File: src/rtl/fa_bist_pkg.sv
// Shared state encoding, sweep constants and golden full-adder function for fa_bist.
// Imported by fa_golden and fa_bist.
package fa_bist_pkg;

  typedef enum logic [1:0] {IDLE, SETTLE, CHECK, DONE} state_t;

  localparam int         NUM_VEC  = 8;
  localparam logic [2:0] LAST_VEC = 3'd7;

  // Reference full adder: {a,b,c} in, {cout,sum} out.
  function automatic logic [1:0] fa_golden_fn(input logic [2:0] abc);
    logic x, y, z;
    {x, y, z} = abc;
    return {(x & y) | (x & z) | (y & z), x ^ y ^ z};
  endfunction

endpackage

File: src/rtl/fa_golden.sv
// Combinational reference adder giving the expected {cout,sum} for a stimulus vector.
// Zero latency; no flow control.
module fa_golden
  import fa_bist_pkg::*;
(
  input  logic [2:0] abc,
  output logic [1:0] exp_cs
);

  assign exp_cs = fa_golden_fn(abc);

endmodule

File: src/rtl/fa_bist.sv
// Self-test controller sweeping a one-bit full adder through all eight input vectors.
// Optional FA_BIST_CONT_EN: back-to-back sweeps while start stays high, errors accumulate.
module fa_bist
  import fa_bist_pkg::*;
#(
  parameter int SETTLE_CYCLES = 1,
  parameter int ERR_W         = 4
) (
  input  logic             clk,
  input  logic             rst,
  input  logic             start,
  output logic             a,
  output logic             b,
  output logic             c,
  input  logic             sum,
  input  logic             cout,
  output logic             busy,
  output logic             done,
  output logic             pass,
  output logic [ERR_W-1:0] err_cnt,
  output logic [2:0]       fail_vec,
  output logic             fail_seen
);

  localparam int         VW        = $clog2(NUM_VEC);
  localparam logic [3:0] SETTLE_LD = (SETTLE_CYCLES > 0) ? 4'(SETTLE_CYCLES - 1) : 4'd0;
  localparam state_t     VEC_ENTRY = (SETTLE_CYCLES == 0) ? CHECK : SETTLE;
`ifdef FA_BIST_CONT_EN
  // On a continuous restart the DONE cycle already presents vector 0,
  // so it stands in for that vector's first settle cycle.
  localparam logic [3:0] RESTART_LD    = (SETTLE_CYCLES > 1) ? 4'(SETTLE_CYCLES - 2) : 4'd0;
  localparam state_t     RESTART_ENTRY = (SETTLE_CYCLES > 1) ? SETTLE : CHECK;
`endif

  state_t           state_q, state_n;
  logic [VW-1:0]    vec_q, vec_n;
  logic [3:0]       cnt_q, cnt_n;
  logic [ERR_W-1:0] err_q, err_n;
  logic [2:0]       fvec_q, fvec_n;
  logic             fseen_q, fseen_n;
  logic             pass_q, pass_n;
  logic [1:0]       exp_cs;
  logic             mismatch;

  fa_golden u_golden (
    .abc    (vec_q),
    .exp_cs (exp_cs)
  );

  assign mismatch = (state_q == CHECK) && ({cout, sum} != exp_cs);

  always_ff @(posedge clk) begin
    if (rst) begin
      state_q <= IDLE;
      vec_q   <= '0;
      cnt_q   <= '0;
      err_q   <= '0;
      fvec_q  <= '0;
      fseen_q <= 1'b0;
      pass_q  <= 1'b0;
    end else begin
      state_q <= state_n;
      vec_q   <= vec_n;
      cnt_q   <= cnt_n;
      err_q   <= err_n;
      fvec_q  <= fvec_n;
      fseen_q <= fseen_n;
      pass_q  <= pass_n;
    end
  end

  always_comb begin
    state_n = state_q;
    vec_n   = vec_q;
    cnt_n   = cnt_q;
    err_n   = err_q;
    fvec_n  = fvec_q;
    fseen_n = fseen_q;
    pass_n  = pass_q;
    unique case (state_q)
      IDLE: begin
        vec_n = '0;
        if (start) begin
          err_n   = '0;
          fvec_n  = '0;
          fseen_n = 1'b0;
          pass_n  = 1'b0;
          cnt_n   = SETTLE_LD;
          state_n = VEC_ENTRY;
        end
      end
      SETTLE: begin
        if (cnt_q == 4'd0) state_n = CHECK;
        else               cnt_n   = cnt_q - 4'd1;
      end
      CHECK: begin
        if (mismatch) begin
          if (err_q != {ERR_W{1'b1}}) err_n = err_q + 1'b1;
          if (!fseen_q) begin
            fvec_n  = vec_q;
            fseen_n = 1'b1;
          end
        end
        if (vec_q == LAST_VEC) begin
          // The final vector's result must be folded into pass here.
          pass_n  = !(fseen_q || mismatch);
          vec_n   = '0;
          state_n = DONE;
        end else begin
          vec_n   = vec_q + 1'b1;
          cnt_n   = SETTLE_LD;
          state_n = VEC_ENTRY;
        end
      end
      DONE: begin
        vec_n   = '0;
        state_n = IDLE;
`ifdef FA_BIST_CONT_EN
        if (start) begin
          cnt_n   = RESTART_LD;
          state_n = RESTART_ENTRY;
        end
`endif
      end
      default: state_n = IDLE;
    endcase
  end

  assign {a, b, c}  = vec_q;
  assign busy       = (state_q == SETTLE) || (state_q == CHECK);
  assign done       = (state_q == DONE);
  assign pass       = pass_q;
  assign err_cnt    = err_q;
  assign fail_vec   = fvec_q;
  assign fail_seen  = fseen_q;

endmodule

File: config.mk
export PLATFORM = sky130hd
export DESIGN_NAME = fa_bist
export DESIGN_NICKNAME = d
export VERILOG_FILES = /design/src/rtl/fa_bist_pkg.sv /design/src/rtl/fa_golden.sv /design/src/rtl/fa_bist.sv
export SDC_FILE = /design/constraint.sdc
export NUM_CORES = 1
export LEC_CHECK = 0
export CAP_MARGIN = 20
export CORE_ASPECT_RATIO = 1.1
export CORE_UTILIZATION = 60
export CTS_CLUSTER_SIZE = 16
export DETAILED_ROUTE_END_ITERATION = 10
export DONT_BUFFER_PORTS = 1
export GPL_ROUTABILITY_DRIVEN = 0
export PLACE_DENSITY = 0.76
export SYNTH_ARGS = -nofsm -noshare
export SYNTH_HDL_FRONTEND = slang
export SYNTH_SLANG_ARGS = --single-unit
File: constraint.sdc
create_clock -name clk -period 4.1 [get_ports clk]
set_input_delay 0.205 -clock clk [delete_from_list [all_inputs] [get_ports clk]]
set_output_delay 0.205 -clock clk [all_outputs]
set_load 0.02 [all_outputs]
==> results.txt, run 1 <==
status - finished, final reports clean
crit-path cells - inv_1 -> fa_1 -> xor2_1 -> a31oi_2 -> and3b_1 -> a32o_1
crit path kind - reg2reg
clock tree root driver cell - clkbuf_4
unrepaired setup endpoints after global routing - false
count leader, synth - dfxtp_1
filler instances - 133
internal power - 302.2 uW
Crit path required time - 4.29 ns
Critical Path Source Type - flop
Area Growth Syn to Fin - 4.493%
Net Sw Frac - 0.3689
Vias/cell - 6.142
capturing element type of the critical path - flop
R2R Setup Slk - 1.69 ns
CTS tree - yes
initial antenna violation count - 0
Main synth FF type - dfxtp_1
dominant cell type by area after synthesis - dfxtp_1
top cell type's share of synthesized area - 0.3318
max incr delay on CP - 0.56 ns
synth cell count leaders - dfxtp_1, nor2_1, a21oi_1, ha_1
Synth cell types - 38
sequential share of the synthesized area - 0.3318
PD cells - 421.9 nW/um2
Core Footprint - 1633 um2
Worst Path Arrival - 2.60 ns
synth warn - 0
worst hold path type - in2reg
DRC violations left - 0
Die Area - 1984 um2
Cells after Synth - 123
syn avg cell area - 8.830 um2
worst IR drop on VDD - 280.2 uV
final hold slack - 0.1343 ns
setup violators final - 0
# port buffers - 0
Initial Utilization - 0.6651
post-CTS resize count - 0
Mapped Nets - 140
crit path max fanout - 5
period utilization - 0.5872
number of enable flip-flop cells after synthesis - 0
Clock power frac - 0.227
DR pass1 iterations - 4
share of cells above drive strength 1 - 0.08065
largest net degree at the start of global routing - 20
Worst Skew - 0.002197 ns
post-DP HPWL - 1423 um
slowest CP cell - fa_1
NetSw - 176.6 uW
Max-Cap Viols - 0
cts bufs inserted - 3
row count - 15
total global-route track usage - 0.2110
clock latency on the worst-skew pair - 0.29 ns
average wire per standard cell - 14.03 um
Flop pwr share - 0.436
CTS clk-pin slew, worst paths - 0.10 ns
max frequency - 415.4 MHz
die height - 46.62 um
top cells by area, synth - dfxtp_1, ha_1, a21oi_1
leak pwr - 0.0004199 uW
Max transition margin - 0.5273
vias in the first global route - 757
Max Root-Sink Buffers - 2
grt ovf - 0
combinational share of power - 0.338
H-tree depth - 1
setup_tns - 0 ns
CTS sink count - 18
final hold violation count - 0
DR vias - 866
global-route wire length before repair - 3153 um
worst-margin pin slew - 0.7091 ns
Net count, final - 142
Die X - 42.57 um
ys async rst share - 0
Post-Syn Area - 1086 um2
min Tclk post-route - 2.407 ns
final WL - 1978 um
fin. max-slew vios - 0
initial drt markers - 10
# IOs - 19
post-route ant nets - 0
register bit total from synthesis - 18
n_diodes - 0
## worst paths after layout
check,from,endpoint,cells past startpoint
max,vec_q[2],fail_vec[1],6
min,rst,fail_vec[0],2
min reg2reg,cnt_q[0],cnt_q[0],2
max reg2reg,vec_q[2],fail_vec[1],6
## stage by stage
stage | setup slack (ns) | total power (uW) | utilization | instances | instance area (um2)
after CTS | 1.687 | 483.1 | 0.6950 | 141 | 1135
final | 1.693 | 478.8 | 0.6950 | 141 | 1135
after detailed placement | 1.700 | 370.6 | 0.6667 | 136 | 1089
after global routing | 1.533 | 509.3 | 0.6950 | 141 | 1135
after global placement | 1.822 | 364.1 | 0.6667 | 136 | 1089
after floorplan | 1.936 | 348.7 | - | 123 | 1086
## logic make-up (layout without fill, tap and decap cells)
| group | count (synthesis) | in the layout | share of synthesized area |
|---|---|---|---|
| AOI/OAI and AO/OA | 28 | 28 | 0.1913 |
| muxes | 2 | 2 | 0.02304 |
| and+or+nand+nor | 47 | 47 | 0.2408 |
| adders and majority gates | 12 | 12 | 0.1452 |
| DFF | 18 | 18 | 0.3318 |
| xor gates and xnor gates | 2 | 2 | 0.01613 |
| buffers and inverters | 14 | 15 | 0.05185 |
## area by class of cell
| class | count | area (um2) | share of cell area |
|---|---|---|---|
| multi-input cells | 91 | 669.4 | 0.5899 |
| flip-flops and latches | 18 | 360.3 | 0.3175 |
| inverters | 10 | 37.54 | 0.03308 |
| clock buffers | 4 | 36.28 | 0.03197 |
| well taps | 17 | 21.27 | 0.01874 |
| repair buffers | 1 | 10.01 | 0.008820 |
## placed cells by master (no fill, tap or decap), types with 2 or more instances in the layout
cell	count
inv_1	10
xor2_1	2
nor2_1	13
nand3_1	3
nor3_1	2
a31oi_1	3
ha_1	11
clkbuf_4	3
nand3b_1	2
a211oi_1	2
dfxtp_1	18
nand2b_1	5
nand4b_1	2
a21oi_1	11
a32o_1	2
nand2_1	10
o21ai_0	2
or3b_1	2
## worst max-delay path, delay by kind of cell (launching register included)
kind	cells	cell delay, ns
AOI/OAI and AO/OA	2	0.44
adders and majority gates	1	0.56
and+or+nand+nor	1	0.28
xor gates and xnor gates	1	0.41
buffers and inverters	1	0.11
DFF	1	0.53
## flip-flops by register name, indices dropped and copies added (netlist names)
register,count
cnt_q,4
err_cnt,4
fail_vec,3
vec_q,3
state_q,2
fail_seen,1
pass,1
## repair_timing
item	4_1_cts	5_1_grt
buffers inserted	0	0
hold endpoints to repair	16	0
hold buffers	1	0
## power by group through the flow
| stage | Sequential [uW] | Clock, uW | Combinational, uW |
|---|---|---|---|
| after floorplan | 209 | 0 | 140 |
| after global placement | 212 | 0 | 152 |
| after detailed placement | 213 | 0 | 158 |
| after CTS | 209 | 112 | 162 |
| after global routing | 211 | 119 | 179 |
| final | 209 | 109 | 162 |
## routing by layer
metal	vias to the layer above	routed length [um]	GRT usage
met1	405	871	0.2429
met4	0	25	0.07500
met5	-	0	0
met3	4	76	0.03922
li1	438	-	-
met2	19	1005	0.3938
Note: power is estimated with default switching activity, not from simulation.
==> run 2, diff against run 1 <==
--- a/config.mk
+++ b/config.mk
@@ -7,12 +7,12 @@
 export LEC_CHECK = 0
 export CAP_MARGIN = 20
 export CORE_ASPECT_RATIO = 1.1
-export CORE_UTILIZATION = 60
+export CORE_UTILIZATION = 55
 export CTS_CLUSTER_SIZE = 16
 export DETAILED_ROUTE_END_ITERATION = 10
 export DONT_BUFFER_PORTS = 1
 export GPL_ROUTABILITY_DRIVEN = 0
-export PLACE_DENSITY = 0.76
+export PLACE_DENSITY = 0.73
 export SYNTH_ARGS = -nofsm -noshare
 export SYNTH_HDL_FRONTEND = slang
 export SYNTH_SLANG_ARGS = --single-unit
==> constraint.sdc (replaced) <==
create_clock -name clk -period 2.1 [get_ports clk]
set_input_delay 0.105 -clock clk [delete_from_list [all_inputs] [get_ports clk]]
set_output_delay 0.105 -clock clk [all_outputs]
set_load 0.02 [all_outputs]
==> results.txt, run 2 (same netlist as run 1, synthesis figures left out) <==
die height - 48.61 um (+4.3%)
worst IR drop on VDD - 559.6 uV (+100%)
initial drt markers - 21 (+11)
total global-route track usage - 0.2019 (-0.009065)
setup bufs post-CTS - 0 (unchanged)
Core Footprint - 1822 um2 (+12%)
H-tree depth - 1 (unchanged)
setup_tns - 0 ns (unchanged)
status - finished, final reports clean
average wire per standard cell - 12.71 um (-9.4%)
clock latency on the worst-skew pair - 0.29 ns (about the same)
DR vias - 900 (+3.9%)
crit-path leading delay family - adder cells
Critical Path Source Type - flop
Max transition margin - 0.5981 (+0.07085)
crit-path cells - inv_1 -> fa_1 -> xor2_2 -> a31oi_2 -> and3b_1 -> a32o_1
unrepaired setup endpoints after global routing - false
CTS tree - yes
Vias/cell - 5.732 (-6.7%)
max frequency - 512.0 MHz (+23%)
most frequent cells in the layout - dfxtp_1, nor2_1, a21oi_1, ha_1
Area Growth Syn to Fin - 10.48%
global-route wire length before repair - 3367 um (+6.8%)
largest net degree at the start of global routing - 17 (-15%)
PD cells - 809.5 nW/um2 (+92%)
DRC violations left - 0 (unchanged)
filler instances - 161 (+21%)
# IOs - 19 (unchanged)
Die X - 44.37 um (+4.2%)
share of cells above drive strength 1 - 0.1308 (+0.05012)
post-DP HPWL - 1507 um (+5.9%)
Worst Reg-to-Reg Cells - 6 (unchanged)
Finished Layout Cells - 157 (+11%)
CTS sink count - 18 (unchanged)
leak pwr - 0.0004537 uW (+8.0%)
post-route ant nets - 0 (unchanged)
vias in the first global route - 816 (+7.8%)
Initial Utilization - 0.5962 (-0.06898)
area of the multi-input gates - 676.9 um2 (+1.1%)
grt ovf - 0 (unchanged)
worst hold path type - in2reg
min Tclk post-route - 1.953 ns (-0.4542 ns)
n_diodes - 0 (unchanged)
Crit path required time - 2.30 ns (-1.99 ns)
clock tree root driver cell - clkbuf_4
Reg area - 360.3 um2 (unchanged)
WP depth - 6 (unchanged)
capturing element type of the critical path - flop
placed cell areas - 1154 um2 (+6.0%)
initial antenna violation count - 0 (unchanged)
commonest non-fill, non-tap cell in the layout - dfxtp_1
final WL - 1995 um (+0.86%)
crit path max fanout - 5 (unchanged)
worst-margin pin slew - 0.6008 ns (-0.1083 ns)
# port buffers - 0 (unchanged)
slowest CP cell - fa_1
Worst Path Arrival - 2.15 ns (-0.45 ns)
final hold violation count - 0 (unchanged)
Die Area - 2157 um2 (+8.7%)
period utilization - 0.9301 (+0.3429)
post-CTS resize count - 0 (unchanged)
Hold Path Stages - 2 (unchanged)
fin area - 1200 um2 (+5.7%)
setup violators final - 0 (unchanged)
DR pass1 iterations - 4 (unchanged)
fin. max-slew vios - 0 (unchanged)
cts bufs inserted - 3 (unchanged)
Worst Path Buf+Inv - 1 (unchanged)
CTS clk-pin slew, worst paths - 0.11 ns (about the same)
Max Root-Sink Buffers - 2 (unchanged)
Net count, final - 148 (+4.2%)
Max-Cap Viols - 0 (unchanged)
row count - 16 (+1)
crit path kind - reg2reg
placed insts - 152 (+12%)
Worst Skew - 0.003398 ns (+0.001201 ns)
max incr delay on CP - 0.58 ns (+0.02 ns)
-- run 2: metal layers --
layer | track usage | wire length (um) | part of all wire
met5 | 0 | 0 | 0
met4 | 0.06061 | 14 | 0.0070
met3 | 0.04851 | 74 | 0.037
met2 | 0.3358 | 1014 | 0.51
met1 | 0.2523 | 892 | 0.45
-- run 2: path summary, 6_finish.rpt --
kind,from,to,slack (ns)
min,rst,fail_vec[1],0.04
max,vec_q[2],fail_vec[0],0.15
max reg2reg,vec_q[2],fail_vec[0],0.15
min reg2reg,cnt_q[0],cnt_q[0],0.50
-- run 2: where the power goes --
group	internal [uW]	switching, uW
combinational	150	212
sequential	363	30.0
clock	106	111
-- run 2: repair_timing --
item / in CTS / in global routing
hold buffers: 1 / 0
hold endpoints to repair: 16 / 0
endpoints found under the setup margin: 0 / 0
-- run 2: cell type report --
type	instances	area share
Timing Repair Buffer	7	0.04588
Clock buffer	4	0.03024
Tap cell	27	0.02815
Multi-Input combinational cell	91	0.5641
Sequential cell	18	0.3003
Inverter	10	0.03128
-- run 2: stage by stage --
stage / total power [uW] / utilization / setup slack, ns / hold WS, ns
floorplan: 687.9 / - / 0.02186 / 0.3620
detailed placement: 756.1 / 0.6332 / 0.1544 / 0.1777
global placement: 746.9 / 0.6332 / 0.2097 / 0.1766
global route: 1036 / 0.6587 / 0.04406 / 0.03264
finish: 971.3 / 0.6587 / 0.1468 / 0.03511
CTS: 979.9 / 0.6587 / 0.1373 / 0.02712
-- run 2: worst reg2reg max path, cell delays in order, from the launching register on --
cell     delay [ns]
dfxtp_1        0.35
inv_1          0.06
fa_1           0.58
xor2_2         0.27
a31oi_2        0.18
and3b_1        0.23
a32o_1         0.20
